<file path="config.mk">
export PLATFORM = sky130hd
export DESIGN_NAME = sparc_exu_ecl_errlog
export DESIGN_NICKNAME = d
export VERILOG_FILES = /design/src/rtl/sparc_exu_ecl_errlog.sv
export SDC_FILE = /design/constraint.sdc
export NUM_CORES = 1
export LEC_CHECK = 0
export ABC_AREA = 1
export CORE_MARGIN = 8
export CORE_UTILIZATION = 40
export CTS_BUF_LIST = sky130_fd_sc_hd__clkbuf_8
export DETAILED_ROUTE_END_ITERATION = 10
export GPL_TIMING_DRIVEN = 0
export PLACE_DENSITY = 0.7
export SYNTH_ARGS = -nofsm -noshare
export SYNTH_HDL_FRONTEND = slang
export SYNTH_SLANG_ARGS = --single-unit
</file>
<file path="constraint.sdc">
create_clock -name clk -period 4.4 [get_ports clk]
set_clock_uncertainty 0.15 [all_clocks]
set_input_delay 1.1 -clock clk [delete_from_list [all_inputs] [get_ports clk]]
set_output_delay 1.1 -clock clk [all_outputs]
set_load 0.05 [all_outputs]
</file>
<file path="src/rtl/sparc_exu_ecl_errlog.sv">
// sparc_exu_ecl_errlog
// Captures ECC error records reported in M, registers them into W, and
// buffers them in a small FIFO that the IFU error logger drains one record
// at a time.
//
// When the FIFO is full and nothing retires, UE records take priority over
// CE records: an incoming UE replaces a CE sitting in the youngest entry.
// Any information that is lost sets the me bit on the youngest entry and
// bumps a saturating overflow counter.
//
// Ports:
//   clk, rst            core clock, synchronous active-high reset
//   ecc_ce_m, ecc_ue_m  correctable / uncorrectable error flags in M
//   err_reg_m           {window/gl[2:0], rs[4:0]} of the errored register
//   err_synd_m          {synd_7, synd[6:0]}
//   tid_m               thread id of the M instruction
//   flush_m             kills the M instruction, so nothing is captured
//   log_ack             IFU accepts the head record
//   log_vld, log_ue, log_tid, log_reg, log_synd, log_me
//                       head record; data fields read 0 when empty
//   errlog_full         occupancy equals DEPTH
//   errlog_cnt          occupancy
//   ovfl_cnt            saturating count of dropped or overwritten records
//
// Handshake: log_vld means a head record is present. The head retires on
// any rising clk edge where log_vld and log_ack are both 1. While log_vld=1
// and log_ack=0 the head holds. The only exception is a full-FIFO overflow
// that lands on the head (DEPTH entries, head == youngest).
module sparc_exu_ecl_errlog #(
  parameter int DEPTH = 4,
  parameter int CNT_W = 3
) (
  input  logic             clk,
  input  logic             rst,
  input  logic             ecc_ce_m,
  input  logic             ecc_ue_m,
  input  logic [7:0]       err_reg_m,
  input  logic [7:0]       err_synd_m,
  input  logic [1:0]       tid_m,
  input  logic             flush_m,
  input  logic             log_ack,
  output logic             log_vld,
  output logic             log_ue,
  output logic [1:0]       log_tid,
  output logic [7:0]       log_reg,
  output logic [7:0]       log_synd,
  output logic             log_me,
  output logic             errlog_full,
  output logic [CNT_W-1:0] errlog_cnt,
  output logic [7:0]       ovfl_cnt
);

  localparam int PTR_W = $clog2(DEPTH);
  localparam logic [CNT_W-1:0] FULL_CNT = CNT_W'(DEPTH);

  // W-stage record
  logic       vld_w;
  logic       ue_w;
  logic [1:0] tid_w;
  logic [7:0] reg_w;
  logic [7:0] synd_w;

  // FIFO storage
  logic       ent_ue   [DEPTH];
  logic [1:0] ent_tid  [DEPTH];
  logic [7:0] ent_reg  [DEPTH];
  logic [7:0] ent_synd [DEPTH];
  logic       ent_me   [DEPTH];

  logic [PTR_W-1:0] wptr;
  logic [PTR_W-1:0] rptr;
  logic [PTR_W-1:0] yptr;
  logic [CNT_W-1:0] cnt;

  logic capture;
  logic pop;
  logic push;
  logic ovfl_ev;
  logic overwrite;

  assign capture   = (ecc_ce_m | ecc_ue_m) & ~flush_m;
  assign pop       = log_vld & log_ack;
  assign push      = vld_w & ((cnt != FULL_CNT) | pop);
  assign ovfl_ev   = vld_w & (cnt == FULL_CNT) & ~pop;
  // youngest entry sits just behind the write pointer
  assign yptr      = wptr - 1'b1;
  // a UE may only displace a CE; UE-over-UE just drops the newcomer
  assign overwrite = ovfl_ev & ue_w & ~ent_ue[yptr];

  always_ff @(posedge clk) begin
    if (rst) begin
      vld_w    <= 1'b0;
      ue_w     <= 1'b0;
      tid_w    <= '0;
      reg_w    <= '0;
      synd_w   <= '0;
      wptr     <= '0;
      rptr     <= '0;
      cnt      <= '0;
      ovfl_cnt <= '0;
      for (int i = 0; i < DEPTH; i++) begin
        ent_ue[i]   <= 1'b0;
        ent_tid[i]  <= '0;
        ent_reg[i]  <= '0;
        ent_synd[i] <= '0;
        ent_me[i]   <= 1'b0;
      end
    end else begin
      vld_w <= capture;
      if (capture) begin
        ue_w   <= ecc_ue_m;
        tid_w  <= tid_m;
        reg_w  <= err_reg_m;
        synd_w <= err_synd_m;
      end

      if (push) begin
        ent_ue[wptr]   <= ue_w;
        ent_tid[wptr]  <= tid_w;
        ent_reg[wptr]  <= reg_w;
        ent_synd[wptr] <= synd_w;
        ent_me[wptr]   <= 1'b0;
        wptr           <= wptr + 1'b1;
      end else if (ovfl_ev) begin
        if (overwrite) begin
          ent_ue[yptr]   <= 1'b1;
          ent_tid[yptr]  <= tid_w;
          ent_reg[yptr]  <= reg_w;
          ent_synd[yptr] <= synd_w;
        end
        ent_me[yptr] <= 1'b1;
        if (ovfl_cnt != 8'hFF) ovfl_cnt <= ovfl_cnt + 8'd1;
      end

      if (pop) rptr <= rptr + 1'b1;

      case ({push, pop})
        2'b10:   cnt <= cnt + 1'b1;
        2'b01:   cnt <= cnt - 1'b1;
        default: cnt <= cnt;
      endcase
    end
  end

  // Head record, masked to 0 when the FIFO is empty so stale storage
  // never leaks onto the bus.
  assign log_vld     = (cnt != '0);
  assign log_ue      = log_vld & ent_ue[rptr];
  assign log_tid     = log_vld ? ent_tid[rptr]  : '0;
  assign log_reg     = log_vld ? ent_reg[rptr]  : '0;
  assign log_synd    = log_vld ? ent_synd[rptr] : '0;
  assign log_me      = log_vld & ent_me[rptr];
  assign errlog_full = (cnt == FULL_CNT);
  assign errlog_cnt  = cnt;

endmodule

</file>
Word-level counts from Yosys, hierarchy flattened --
Memory sizes are Yosys's and may differ from the RTL's. A register that Yosys moved wholly into a read port is not among the register bits. Index checks and enable logic that the tools add are counted.
Storage, ports and cells: bits in registers 35, bits in writable memories 80, bits of input ports 24, memories kept 5
Memories:
- ent_reg | depth 4, bits a word 8, read ports 1, clocked after Yosys merged registers in 1, write ports 4, RTL line 66 | logic [7:0] ent_reg [DEPTH];
- ent_synd | depth 4, bits a word 8, read ports 1, clocked after Yosys merged registers in 1, write ports 4, RTL line 67 | logic [7:0] ent_synd [DEPTH];
- ent_tid | depth 4, bits a word 2, read ports 1, clocked after Yosys merged registers in 1, write ports 4, RTL line 65 | logic [1:0] ent_tid [DEPTH];
- ent_me | depth 4, bits a word 1, read ports 1, clocked after Yosys merged registers in 1, write ports 4, RTL line 68 | logic ent_me [DEPTH];
- ent_ue | depth 4, bits a word 1, read ports 2, clocked after Yosys merged registers in 1, write ports 4, RTL line 64 | logic ent_ue [DEPTH];
Operators by class: add/sub/neg operators 6, equal/unequal tests 5, mux-type cells 58, bitwise operators 15, reduce and logical (&&, ||, !) cells 13
Operators with widths (count):
- $mux 8 | 6
- $mux 2 | 23
- $reduce_or 8->1 | 4
- $mux 1 | 28
- $and 1x1->1 | 9
- $add 8x1->8 const B | 1
- $ne 8x8->1 const B | 1
- $pmux 3 s2 | 1
- $add 2x1->2 const B | 2
- $not 1->1 | 4
- $reduce_or 1->1 | 4
- $reduce_or 2->1 | 2
- $add 3x1->3 const B | 1
- $eq 3x3->1 const B | 1
- $ne 3x3->1 const B | 1
- $reduce_and 3->1 | 1
- $reduce_bool 3->1 | 1
- $sub 3x1->3 const B | 1
- $eq 2x1->1 const B | 1
- $eq 2x2->1 const B | 1
- $or 1x1->1 | 2
- $reduce_bool 2->1 | 1
- $sub 2x1->2 const B | 1

Longest topological paths before layout --
Gate-level depths: netlist of the first run.
word-level depth 13, depth in mapped cells 11, mapped depth without buffers 11

Worst setup path before layout of the first run --
Ideal clock, no wire load.
kind flip-flop to output port, from register cnt[2], in the netlist errlog_cnt[2], to output log_me, arrival 2373 ps, slack 777 ps, stages on the path, launching flop included 6, cell sequence dfxtp_1 inv_1 nand2_1 inv_1 clkbuf_1 a21oi_1
On the way: word-level cells in the longest chain between the ends 2
Ends and longest elaborated chain:
- start, declared | RTL line 73 | logic [CNT_W-1:0] cnt;
- start signal, assigned | RTL line 138 | 2'b10: cnt <= cnt + 1'b1;
- start signal, assigned | RTL line 139 | 2'b01: cnt <= cnt - 1'b1;
- start signal, assigned | RTL line 140 | default: cnt <= cnt;
- $reduce_bool 3->1 | RTL line 147 | assign log_vld = (cnt != '0);
- net log_vld | RTL line 42 | output logic log_vld,
- $and 1x1->1 | RTL line 152 | assign log_me = log_vld & ent_me[rptr];
- end, declared | RTL line 47 | output logic log_me,
The timed path passes the listed nets, and every way through them passes these cells.

==> results of run 1 <==
[per-stage QoR]
| stage | utilization [%] | cells | worst slack, ns | hold WS (ns) |
|---|---|---|---|---|
| final | 49.5 | 860 | 0.425 | 0.321 |
| after global routing | 49.5 | 860 | 0.152 | 0.355 |
| after global placement | 46.7 | 829 | 0.251 | 0.302 |
| after detailed placement | 46.9 | 830 | 0.701 | 0.312 |
| after CTS | 49.5 | 860 | 0.359 | 0.322 |
| after floorplan | - | 598 | 0.777 | 0.286 |
[critical path, delay by kind of cell (launching register included)]
| family | cells | cell delay (ns) |
|---|---|---|
| AOI/OAI and AO/OA | 2 | 0.44 |
| DFF | 1 | 0.31 |
| buffers and inverters | 4 | 1.54 |
[layout make-up]
type	count	area, um2	area share [%]
multi-input combinational	403	1890	28.9
clock inverter	13	118	1.80
tap	176	220	3.37
buffer	31	186	2.85
sequential	117	3140	48.1
inverter	47	176	2.70
clock buffer	17	234	3.58
timing repair buffer	56	566	8.66
[path summary, 6_finish.rpt]
path	start	to	slack, ns	depth (start not counted)
max	flip-flop	log_synd[0]	0.43	6
min	rptr[1]$_SDFFE_PP0P_	rptr[1]$_SDFFE_PP0P_	0.32	2
max reg2reg	wptr[1]$_SDFFE_PP0P_	ent_reg[2][7]$_SDFFCE_PN0P_	1.80	10
min reg2reg	rptr[1]$_SDFFE_PP0P_	rptr[1]$_SDFFE_PP0P_	0.32	2
[power by group]
part,switching (mW),internal (mW)
sequential,0.0428,1.25
clock,0.412,0.483
combinational,0.646,0.270
[placed cells by master, fill, tap and decap left out, types with 2 or more instances in the layout]
master,Yosys,final
edfxtp_1,80,80
o21ai_1,7,7
nand2_4,11,11
o21ai_0,62,62
nor3_1,5,5
clkdlybuf4s50_1,0,55
nand2_1,58,58
buf_6,7,7
nand3_2,2,2
nand3_1,11,11
clkinv_2,0,6
bufinv_16,0,2
clkbuf_1,21,21
nor2_4,2,2
xor2_1,3,3
nand4_1,2,2
nor2_1,197,196
nand2_2,3,3
clkinv_1,0,3
dfxtp_1,37,37
inv_1,45,45
a21oi_1,31,31
inv_2,2,2
clkbuf_8,0,17
[logic make-up (layout without fill, tap and decap cells)]
| kind of cell | Yosys count | after routing | share of synthesized area [%] |
|---|---|---|---|
| XOR/XNOR | 4 | 4 | 0.650 |
| AO/OA/AOI/OAI | 102 | 102 | 9.56 |
| adder cells (fa/ha/maj) | 2 | 2 | 0.603 |
| buffers and inverters | 78 | 164 | 6.73 |
| AND/OR/NAND/NOR | 295 | 295 | 24.2 |
| flip-flops | 117 | 117 | 58.3 |
[layer usage]
| layer | up-vias | track usage (%) | wire length [um] |
|---|---|---|---|
| met5 | - | 0 | 0 |
| met4 | 0 | 6.00 | 212 |
| met3 | 19 | 4.04 | 779 |
| met2 | 137 | 23.9 | 6060 |
| met1 | 1949 | 17.9 | 5480 |
| li1 | 2101 | - | - |
==> out/results.ini, run 1 <==
[sta]
slew_headroom_pct = 39.9
fmax_mhz = 252
rsz0062_at_grt = false
fin_crit_ns = 3.97
fin_tns_setup_ns = 0
period_share_pct = 90.3
maxSlewViolCount = 0
setup_viol = 0
tightest_slew_ns = 0.899
finalHoldViolations = 0

[clock_network]
cts_root_buf = clkbuf_8
h-tree-depth = 4
cts.sinks = 117
clkTransAtPathRegs_ns = 0.07
insertion_delay_ns = 0.43
post_cts_buffers = 0
cts_buffers = 17
cts_buffer_depth = 2
ctsResizeCount = 0
cts-hold-fix-buffers = 0
cts_tree = built

[place]
place_hpwl_mm = 9.16
io_buffers = 55
place_area_um2 = 6180
place.gp.congestion = 0.854

[routing]
routed_wl_mm = 12.5
viasPerCell = 4.89
drc_errors = 0
avgRoutedWirePerCell_um = 14.6
drt_iter0_drc = 308
dr.pass1.iters = 5
dr_total_vias = 4206
ant_nets = 0

[setup_path]
crit_slowest_cell = clkdlybuf4s50_1
crit_arrival_ns = 2.72
crit_top_cell = clkbuf_1
critPathMaxFanout = 10
crit_path_end_kind = output pin
cp-start-kind = flip-flop
cp.required_ns = 3.15
max_stage_delay_ns = 0.84
worstSetupPathType = reg -> out
cp_cell_sequence = clkbuf_1 -> inv_1 -> clkbuf_1 -> o21ai_0 -> a21oi_1 -> clkdlybuf4s50_1

[final_layout]
syn2layout_area_growth_pct = 21.1
fill_cells = 1203
num_antenna_cells = 0
fin_nets = 699
final_area_um2 = 6530
drive_above_1_share_pct = 9.06

[yosys]
synth-seq-area-share_pct = 58.3
synth_seq_cells = 117
synth_top_area_share_pct = 44.6
ys_top_cells_by_count = nor2_1, edfxtp_1, o21ai_0
synth.net_count = 624
yosys_warnings = 0
synth-edff-count = 80
postSynthCellCount = 598
synthFlopType = edfxtp_1
syn-cell-area_um2 = 5390
synth_area_leaders = edfxtp_1, dfxtp_1, nor2_1
synth.avg_cell_area_um2 = 9.02
ys_types = 31
async_reset_ff_share_pct = 0
post-synth-top-count-cell = nor2_1
synth_top_area_cell = edfxtp_1

[floorplan]
die_area_um2 = 17400
die_w_um = 132
placement_rows = 42
core_um2 = 13200
ioPinCount = 57
die_h_um = 132
initial_core_util_pct = 40.9

[global_route]
gr-total-overflow = 0
grt_max_degree = 20
antenna_found_initial = 0
grt_pass1_vias = 4168
grtUsageTotal_pct = 14.7
grt_pass1_wl_mm = 20.5

[run]
maxCapViolations = 0

[power]
ir_drop_uv = 198
powerDensity_nw_per_um2 = 475
p_leak_nw = 2.68
p_total_mw = 3.10

[status]
outcome = finished clean

[min_path]
hold_class = reg -> reg

No activity file was read; power rests on OpenSTA's default activity.
==> inputs of run 2 (changes only) <==
- SLEW_MARGIN: default -> 20
==> results of run 2 <==
Same layout as run 1: the final DEF is identical, and so are final timing and power.
